$ cat src/rtl/afpm_pkg.sv
// Shared types and constants for the AFPM byte-serial I/O sequencer.
// Holds the sequencer state encoding, the default operand width and index sizing.
package afpm_pkg;

    typedef enum logic [1:0] {
        LOAD  = 2'd0,
        ISSUE = 2'd1,
        WAIT  = 2'd2,
        OUT   = 2'd3
    } afpm_state_e;

    localparam int AFPM_WIDTH = 16;

    // Index width for a byte counter; never narrower than one bit.
    function automatic int afpm_idx_width(input int nbytes);
        return (nbytes > 1) ? $clog2(nbytes) : 1;
    endfunction

    localparam int AFPM_NBYTES = AFPM_WIDTH / 8;
    localparam int AFPM_IDX_W  = afpm_idx_width(AFPM_NBYTES);

endpackage

$ cat src/rtl/afpm_byte_lane.sv
// Byte-addressed word register: indexed byte write, whole-word load and indexed byte read.
// Used for both operand lanes and the result buffer of the sequencer.
module afpm_byte_lane #(
    parameter int NBYTES = 2,
    parameter int IDX_W  = 1
) (
    input  logic                  clk,
    input  logic                  rst_n,
    input  logic                  ena,
    input  logic                  wr_en,
    input  logic [IDX_W-1:0]      wr_idx,
    input  logic [7:0]            wr_byte,
    input  logic                  ld_en,
    input  logic [NBYTES*8-1:0]   ld_word,
    input  logic [IDX_W-1:0]      rd_idx,
    output logic [NBYTES*8-1:0]   word_o,
    output logic [7:0]            rd_byte_o
);

    logic [NBYTES*8-1:0] word_r;
    logic [7:0]          rd_byte_s;

    // Storage: a whole-word load takes priority over a single byte write.
    always_ff @(posedge clk or negedge rst_n) begin
        if (!rst_n) begin
            word_r <= {(NBYTES*8){1'b0}};
        end else if (ena && ld_en) begin
            word_r <= ld_word;
        end else if (ena && wr_en) begin
            for (int i = 0; i < NBYTES; i++) begin
                if (wr_idx == IDX_W'(i)) begin
                    word_r[8*i +: 8] <= wr_byte;
                end
            end
        end
    end

    // Indexed byte read as an AND-OR mux over the stored bytes.
    always_comb begin
        rd_byte_s = 8'h00;
        for (int i = 0; i < NBYTES; i++) begin
            rd_byte_s = rd_byte_s | (word_r[8*i +: 8] & {8{rd_idx == IDX_W'(i)}});
        end
    end

    assign word_o    = word_r;
    assign rd_byte_o = rd_byte_s;

endmodule

$ cat src/rtl/afpm_io_sequencer.sv
// Byte-serial I/O sequencer for the AFPM core: assembles two operands low byte first,
// hands them to the core over valid/ready, then streams the result back low byte first.
module afpm_io_sequencer
    import afpm_pkg::*;
#(
    parameter int WIDTH = AFPM_WIDTH
) (
    input  logic              clk,
    input  logic              rst_n,
    input  logic              ena,
    input  logic [7:0]        byte_a_i,
    input  logic [7:0]        byte_b_i,
    output logic [WIDTH-1:0]  mul_a_o,
    output logic [WIDTH-1:0]  mul_b_o,
    output logic              mul_valid_o,
    input  logic              mul_ready_i,
    input  logic              res_valid_i,
    input  logic [WIDTH-1:0]  res_i,
    output logic [7:0]        out_byte_o,
    output logic              out_valid_o,
    output logic              busy_o,
    output logic              err_o
);

    localparam int NBYTES = WIDTH / 8;
    localparam int IDX_W  = afpm_idx_width(NBYTES);
    localparam logic [IDX_W-1:0] IDX_ZERO = {IDX_W{1'b0}};
    localparam logic [IDX_W-1:0] IDX_ONE  = IDX_W'(1);
    localparam logic [IDX_W-1:0] IDX_LAST = IDX_W'(NBYTES - 1);

    afpm_state_e       state_r, state_s;
    logic [IDX_W-1:0]  idx_r, idx_s;
    logic              mul_valid_r, mul_valid_s;
    logic              out_valid_r, out_valid_s;
    logic              busy_r, busy_s;
    logic              err_r, err_s;
    logic [7:0]        out_byte_r, out_byte_s;
    logic              ab_wr_s;
    logic              res_ld_s;
    logic [IDX_W-1:0]  res_rd_idx_s;

    logic [WIDTH-1:0]  a_word_s, b_word_s, res_word_s;
    logic [7:0]        a_rd_s, b_rd_s, res_rd_s;
    logic [WIDTH+15:0] unused_lane_bits_s;

    // The result lane is read one byte ahead so the next output byte is ready to register.
    assign res_rd_idx_s = idx_r + IDX_ONE;

    afpm_byte_lane #(.NBYTES(NBYTES), .IDX_W(IDX_W)) u_lane_a (
        .clk       (clk),
        .rst_n     (rst_n),
        .ena       (ena),
        .wr_en     (ab_wr_s),
        .wr_idx    (idx_r),
        .wr_byte   (byte_a_i),
        .ld_en     (1'b0),
        .ld_word   ({WIDTH{1'b0}}),
        .rd_idx    (IDX_ZERO),
        .word_o    (a_word_s),
        .rd_byte_o (a_rd_s)
    );

    afpm_byte_lane #(.NBYTES(NBYTES), .IDX_W(IDX_W)) u_lane_b (
        .clk       (clk),
        .rst_n     (rst_n),
        .ena       (ena),
        .wr_en     (ab_wr_s),
        .wr_idx    (idx_r),
        .wr_byte   (byte_b_i),
        .ld_en     (1'b0),
        .ld_word   ({WIDTH{1'b0}}),
        .rd_idx    (IDX_ZERO),
        .word_o    (b_word_s),
        .rd_byte_o (b_rd_s)
    );

    afpm_byte_lane #(.NBYTES(NBYTES), .IDX_W(IDX_W)) u_lane_res (
        .clk       (clk),
        .rst_n     (rst_n),
        .ena       (ena),
        .wr_en     (1'b0),
        .wr_idx    (IDX_ZERO),
        .wr_byte   (8'h00),
        .ld_en     (res_ld_s),
        .ld_word   (res_i),
        .rd_idx    (res_rd_idx_s),
        .word_o    (res_word_s),
        .rd_byte_o (res_rd_s)
    );

    assign unused_lane_bits_s = {a_rd_s, b_rd_s, res_word_s};

    // Next-state, index and registered-output decode; everything holds while ena is low.
    always_comb begin
        state_s     = state_r;
        idx_s       = idx_r;
        mul_valid_s = mul_valid_r;
        out_valid_s = out_valid_r;
        busy_s      = busy_r;
        err_s       = err_r;
        out_byte_s  = out_byte_r;
        ab_wr_s     = 1'b0;
        res_ld_s    = 1'b0;
        if (ena) begin
            // Any strobe outside WAIT is a protocol error, including one coinciding with the handshake.
            err_s = err_r | (res_valid_i & (state_r != WAIT));
            case (state_r)
                LOAD: begin
                    ab_wr_s = 1'b1;
                    if (idx_r == IDX_LAST) begin
                        state_s = ISSUE;
                        idx_s   = IDX_ZERO;
                    end else begin
                        idx_s = idx_r + IDX_ONE;
                    end
                end
                ISSUE: begin
                    if (mul_ready_i) begin
                        state_s = WAIT;
                    end else begin
                        state_s = ISSUE;
                    end
                end
                WAIT: begin
                    if (res_valid_i) begin
                        res_ld_s   = 1'b1;
                        out_byte_s = res_i[7:0];
                        idx_s      = IDX_ZERO;
                        state_s    = OUT;
                    end else begin
                        state_s = WAIT;
                    end
                end
                OUT: begin
                    if (idx_r == IDX_LAST) begin
                        state_s = LOAD;
                        idx_s   = IDX_ZERO;
                    end else begin
                        idx_s      = idx_r + IDX_ONE;
                        out_byte_s = res_rd_s;
                    end
                end
                default: begin
                    state_s = LOAD;
                    idx_s   = IDX_ZERO;
                end
            endcase
            mul_valid_s = (state_s == ISSUE);
            out_valid_s = (state_s == OUT);
            busy_s      = (state_s != LOAD);
        end else begin
            state_s     = state_r;
            idx_s       = idx_r;
            mul_valid_s = mul_valid_r;
            out_valid_s = out_valid_r;
            busy_s      = busy_r;
            err_s       = err_r;
            out_byte_s  = out_byte_r;
        end
    end

    // State, index and output registers.
    always_ff @(posedge clk or negedge rst_n) begin
        if (!rst_n) begin
            state_r     <= LOAD;
            idx_r       <= IDX_ZERO;
            mul_valid_r <= 1'b0;
            out_valid_r <= 1'b0;
            busy_r      <= 1'b0;
            err_r       <= 1'b0;
            out_byte_r  <= 8'h00;
        end else begin
            state_r     <= state_s;
            idx_r       <= idx_s;
            mul_valid_r <= mul_valid_s;
            out_valid_r <= out_valid_s;
            busy_r      <= busy_s;
            err_r       <= err_s;
            out_byte_r  <= out_byte_s;
        end
    end

    assign mul_a_o     = a_word_s;
    assign mul_b_o     = b_word_s;
    assign mul_valid_o = mul_valid_r;
    assign out_byte_o  = out_byte_r;
    assign out_valid_o = out_valid_r;
    assign busy_o      = busy_r;
    assign err_o       = err_r;

endmodule
$ cat config.mk
export PLATFORM = sky130hd
export DESIGN_NAME = afpm_io_sequencer
export DESIGN_NICKNAME = d
export VERILOG_FILES = /design/src/rtl/afpm_pkg.sv /design/src/rtl/afpm_byte_lane.sv /design/src/rtl/afpm_io_sequencer.sv
export SDC_FILE = /design/constraint.sdc
export NUM_CORES = 1
export LEC_CHECK = 0
export CORE_AREA = 2 2 84 86
export CTS_CLUSTER_SIZE = 40
export DETAILED_ROUTE_END_ITERATION = 7
export DIE_AREA = 0 0 86 88
export PLACE_DENSITY = 0.85
export SETUP_SLACK_MARGIN = 0.05
export SLEW_MARGIN = 20
export SYNTH_ARGS = -nofsm -noshare
export SYNTH_HDL_FRONTEND = slang
export SYNTH_SLANG_ARGS = --single-unit
$ cat constraint.sdc
create_clock -name clk -period 1.9 [get_ports clk]
set_clock_uncertainty 0.2 [all_clocks]
set_input_delay 0.57 -clock clk [delete_from_list [all_inputs] [get_ports clk]]
set_output_delay 0.57 -clock clk [all_outputs]
set_load 0.02 [all_outputs]
---- Word-level counts from Yosys, hierarchy flattened ----
Index checks and enable logic that the tools add are counted.
storage, ports and cells
  register bits after elaboration ......... 63
  bits of input ports ..................... 37
  output and inout bits ................... 44
  logic and storage cells ................. 56
cells by class
  add/subtract/negate cells ............... 1
  equal/unequal tests ..................... 8
  mux-type cells .......................... 17
  bitwise logic cells ..................... 7
  reduce and logical (&&, ||, !) cells .... 11
operator list
  cell                                                                   number
  8-bit bitwise AND                                                      2
  8-bit 2-to-1 mux                                                       2
  8-bit case mux with 2 select lines                                     1
  1-bit 2-to-1 mux                                                       8
  2-bit 2-to-1 mux                                                       4
  8-bit OR                                                               1
  2-bit case mux with 4 select lines                                     1
  2-bit equality test, second input constant                             3
  2-bit inequality test, second input constant                           3
  2-bit nonzero test                                                     3
  2-bit by 1-bit equality test with 1-bit output, second input constant  2
  2-bit AND reduction                                                    2
  4-bit AND reduction                                                    1
  3-bit AND reduction                                                    1
  1-bit logical AND                                                      2
  2-bit zero test                                                        1
  1-bit inverter                                                         2
  1-bit case mux with 2 select lines                                     1
  2-bit OR reduction                                                     1
  1-bit adder, second input constant                                     1
  1-bit bitwise AND                                                      1
  1-bit OR                                                               1

---- Depth between registers and ports, before layout ----
  depth in word-level cells ............... 6
  gate-level depth with buffers ........... 7
  gate-level depth less buffers ........... 6

---- By module ----
A second synthesis with hierarchy kept.
second synthesis, totals
  cell total of the unflattened synthesis .. 285
  area, all modules ....................... 3746.1 sq um
by module, submodules not included
  module                         instances  cells an instance  area an instance (sq um)  seq. area each (sq um)
  afpm_byte_lane (u_lane_b ...)  2          69                 964.7                     400.4
  afpm_byte_lane (u_lane_a)      1          66                 955.9                     400.4
  afpm_io_sequencer              1          81                 860.8                     375.4

---- Worst setup path before layout ----
OpenSTA, ideal clock, no wires.
  path kind ............................... flip-flop to flip-flop
  start point ............................. register state_r[0]
  end point ............................... register idx_r
  setup time .............................. 0.120 ns
  arrival ................................. 1.453 ns
  setup slack ............................. 0.126 ns
  cell stages (with the launch flop) ...... 7
  buffers on the path ..................... 0
  path through ............................ dfrtp_1 > inv_1 > ha_1 > inv_1 > o21ai_0 > mux2_2 > a31o_2
between the ends
  longest elaborated chain between the ends .. 4
  elaborated cells between the ends (all ways) .. 8
ends and longest elaborated chain
  what                                                           line                      RTL
  from (decl)                                                    afpm_io_sequencer.sv:31   afpm_state_e state_r, state_s;
  from (signal assigned)                                         afpm_io_sequencer.sv:173  state_r <= state_s;
  2-bit equality test / 2-bit zero test (equally long branches)  afpm_io_sequencer.sv:107  case (state_r)
  2-bit OR reduction (no source line)                            --
  2-bit nonzero test (no source line)                            --
  3-bit AND reduction (no source line)                           --
  to (signal assigned)                                           afpm_io_sequencer.sv:174  idx_r <= idx_s;
  to (decl)                                                      afpm_io_sequencer.sv:32   logic [IDX_W-1:0] idx_r, idx_s;
Several ways; a longest one is shown, not always the timed one.
A chain may end at the register's enable or synchronous reset.

---- Worst setup path in the final report ----
  start point ............................. register u_lane_a.word_r[14], in the netlist u_lane_a.word_o[14]
  end point ............................... output mul_a_o[14]
RTL lines
  what                               line                     RTL
  from (decl)                        afpm_byte_lane.sv:20     logic [NBYTES*8-1:0] word_r;
  from (signal assigned)             afpm_byte_lane.sv:26     word_r <= {(NBYTES*8){1'b0}};
  from (signal assigned)             afpm_byte_lane.sv:28     word_r <= ld_word;
  from (signal, indexed assignment)  afpm_byte_lane.sv:32     word_r[8*i +: 8] <= wr_byte;
  to (decl)                          afpm_io_sequencer.sv:13  output logic [WIDTH-1:0] mul_a_o,
No word-level cell between the ends.

==> flow_summary.toml <==
[floorplan]
rows = 30
die_w_um = 86
core_area_um2 = 6640
design.die.area_um2 = 7570
die_h_um = 88
start_util = 0.413
design.portCount = 81

[global_route]
grt_usage = 0.167
antenna_found_initial = 0
grt_pass1_vias = 1987
grt_pass1_wl_mm = 9.47
grt_overflow = 0
grt_max_degree = 46

[clock_tree]
cts-htree-levels = 3
cts.sinks = 63
cts_max_path_buffers = 2
numCtsBuffers = 9
clk_latency_ns = 0.33
path_clk_slew_ns = 0.07
root_buffer = "clkbuf_8"
cts_tree = "built"

[synth]
ys_seq_area_frac = 0.575
avgSynthCellArea_um2 = 13.6
yosys_warnings = 0
synthesis.area_um2 = 2740
post_synth_inst_count = 201
synthDistinctLibCells = 26
synth_seq_cells = 63
synthesis.nets = 244

[setup_path]
cp_slowest_cell = "dfrtp_1"
critPathKind = "flop to output pin"
r2r_slack_ns = 0.11
worstRegToRegCells = 6
worstPathRequired_ns = 1.13
max_stage_delay_ns = 0.38
worstPathCellList = "dlygate4sd2_1"
r2r-start = "state_r[0]"
crit_path_start = "u_lane_a.word_o[14]"
worstSetupEndpointType = "output pin"
critical_path_arrival_ns = 1.05
path_depth = 1
rr_endpoint = "idx_r"
startpoint_type = "flop"
critPathCapture = "mul_a_o[14]"
crit_buf_inv = 1
cp_max_fo = 2
critPathTopFamily = "flip-flops"

[power_and_ir_drop]
seqPwrFrac = 0.362
vdd_drop_max_mv = 0.789
p_sw_frac = 0.366
pwr-share-comb = 0.463
power_leakage_nw = 1.77
clkPwrFrac = 0.174
internal-power_w = 0.00417
p_switching_w = 0.00240
p_per_area_nw_per_um2 = 1680

[status]
outcome = "finished, final reports clean"

[place]
dp_hpwl_mm = 4.24
place_area_um2 = 3680
portBuffers = 80
dp.cells = 362
place.gp.congestion = 0.752

[timing]
worst_pin_slew_ns = 0.266
slew_headroom = 0.823
period_needed_ns = 1.82
hold_viol = 0
setup_viol = 0
rsz0062_at_grt = "true"
period_share = 0.959
clock.fmax_mhz = 549
setup_tns_ns = 0
slew_viol_final = 0

[cells_and_area]
stdcell_count = 380
syn2layout_area_growth_pct = 42.2
n_fill_cell = 539
fin_util = 0.587
final_common_cell = "dfrtp_1"
antenna-diode-count = 0
nets = 339
layout-drive-gt1-share = 0.293
regArea_um2 = 1580
multiInputGateArea_um2 = 1070
mostFrequentLayoutCells = "63 x dfrtp_1, 49 x mux2_2, 35 x clkdlybuf4s50_1"
fin_area_um2 = 3900

[job]
maxCapViolations = 0

[routing]
drt_iter0_drc = 77
postRouteWirelength_mm = 5.81
drc = 0
viasPerCell = 4.93
wl_per_cell_um = 15.3
vias = 1875
dr.pass1.iters = 4
ant_nets = 0

[hold_path]
hp-class = "input pin to async pin"
==> synthesized netlist by cell type <==
| library cell | count | share of area |
|---|---|---|
| nand2_1 | 16 | 0.022 |
| inv_1 | 6 | 0.0082 |
| nor2b_4 | 1 | 0.0050 |
| o211a_1 | 1 | 0.0036 |
| nor2b_1 | 1 | 0.0023 |
| a21oi_1 | 3 | 0.0055 |
| mux2_2 | 49 | 0.20 |
| buf_2 | 2 | 0.0036 |
| o21ai_1 | 8 | 0.015 |
| mux2i_1 | 8 | 0.029 |
| inv_2 | 1 | 0.0014 |
| o21a_1 | 1 | 0.0027 |
| buf_4 | 5 | 0.014 |
| dfrtp_1 | 63 | 0.57 |
| a22oi_1 | 1 | 0.0027 |
| nor2_1 | 6 | 0.0082 |
| a211oi_1 | 1 | 0.0027 |
| nand3_4 | 3 | 0.019 |
| o22ai_1 | 2 | 0.0046 |
| o221ai_4 | 1 | 0.0096 |
| ha_1 | 6 | 0.027 |
| clkbuf_1 | 1 | 0.0014 |
| o21ai_0 | 9 | 0.016 |
| a31o_2 | 2 | 0.0064 |
| o211ai_1 | 2 | 0.0055 |
| buf_6 | 2 | 0.0082 |
==> layer usage <==
metal | vias to the layer above | routed length, µm | GRT usage
met5 | - | 0 | 0
li1 | 896 | - | -
met3 | 8 | 224 | 0.0500
met1 | 935 | 2280 | 0.187
met4 | 0 | 131 | 0.0880
met2 | 36 | 3180 | 0.288
==> how the worst min path moves through the flow <==
stage / endpoint / cells after the start
2_1_floorplan: busy_o / 0
3_3_place_gp: err_o / 1
3_5_place_dp: out_byte_o[7] / 2
4_1_cts: u_lane_res.word_o[12] / 2
5_1_grt: idx_r / 2
6_report: u_lane_res.word_o[12] / 2
==> timing repair <==
| item | in CTS | in global routing |
|---|---|---|
| pin swaps | 0 | 0 |
| resized for setup | 44 | 28 |
| setup endpoints to repair | 57 | 69 |
| hold buffers | 0 | 0 |
| setup buffers | 1 | 2 |
==> area by class of cell <==
cell class / instances / area share
multi-input cells: 121 / 0.273
clock inverters: 4 / 0.0115
well taps: 80 / 0.0257
flip-flops and latches: 63 / 0.404
inverters: 7 / 0.00674
repair buffers: 94 / 0.240
clock buffers: 11 / 0.0388
==> power by group through the flow <==
| stage | logic (W) | clock network [W] | registers [W] |
|---|---|---|---|
| final | 0.00305 | 0.00115 | 0.00238 |
| after global routing | 0.00330 | 0.00126 | 0.00247 |
| after CTS | 0.00300 | 0.00118 | 0.00237 |
| after detailed placement | 0.00328 | 0 | 0.00241 |
| after global placement | 0.00320 | 0 | 0.00237 |
| after floorplan | 0.00141 | 0 | 0.00288 |
==> through the flow <==
step | hold WS (ns) | power, W | setup WS [ns]
finish | 0.0119 | 0.00657 | 0.0773
global route | 0.0268 | 0.00702 | 0.00986
CTS | 0.0177 | 0.00655 | 0.0508
detailed placement | 0.280 | 0.00569 | -0.269
global placement | 0.261 | 0.00557 | -0.235
floorplan | 0.0744 | 0.00429 | 0.126
==> registers in the layout, indices dropped and copies added, names as in the netlist <==
| signal | cells |
|---|---|
| u_lane_a.word_o | 16 |
| u_lane_b.word_o | 16 |
| u_lane_res.word_o | 16 |
| out_byte_o | 8 |
| state_r | 2 |
| busy_o | 1 |
| err_o | 1 |
| idx_r | 1 |
| mul_valid_o | 1 |
| out_valid_o | 1 |
==> logic make-up (layout without fill, tap and decap cells) <==
kind of cell	after synthesis	in the layout	share of synthesized area
AO/OA/AOI/OAI	31	31	0.0744
AND/OR/NAND/NOR	27	27	0.0566
multiplexers	57	57	0.230
buffers and inverters	17	116	0.0365
adder cells (fa/ha/maj)	6	6	0.0274
flip-flops	63	63	0.575
No activity file was read; power rests on OpenSTA's default activity.
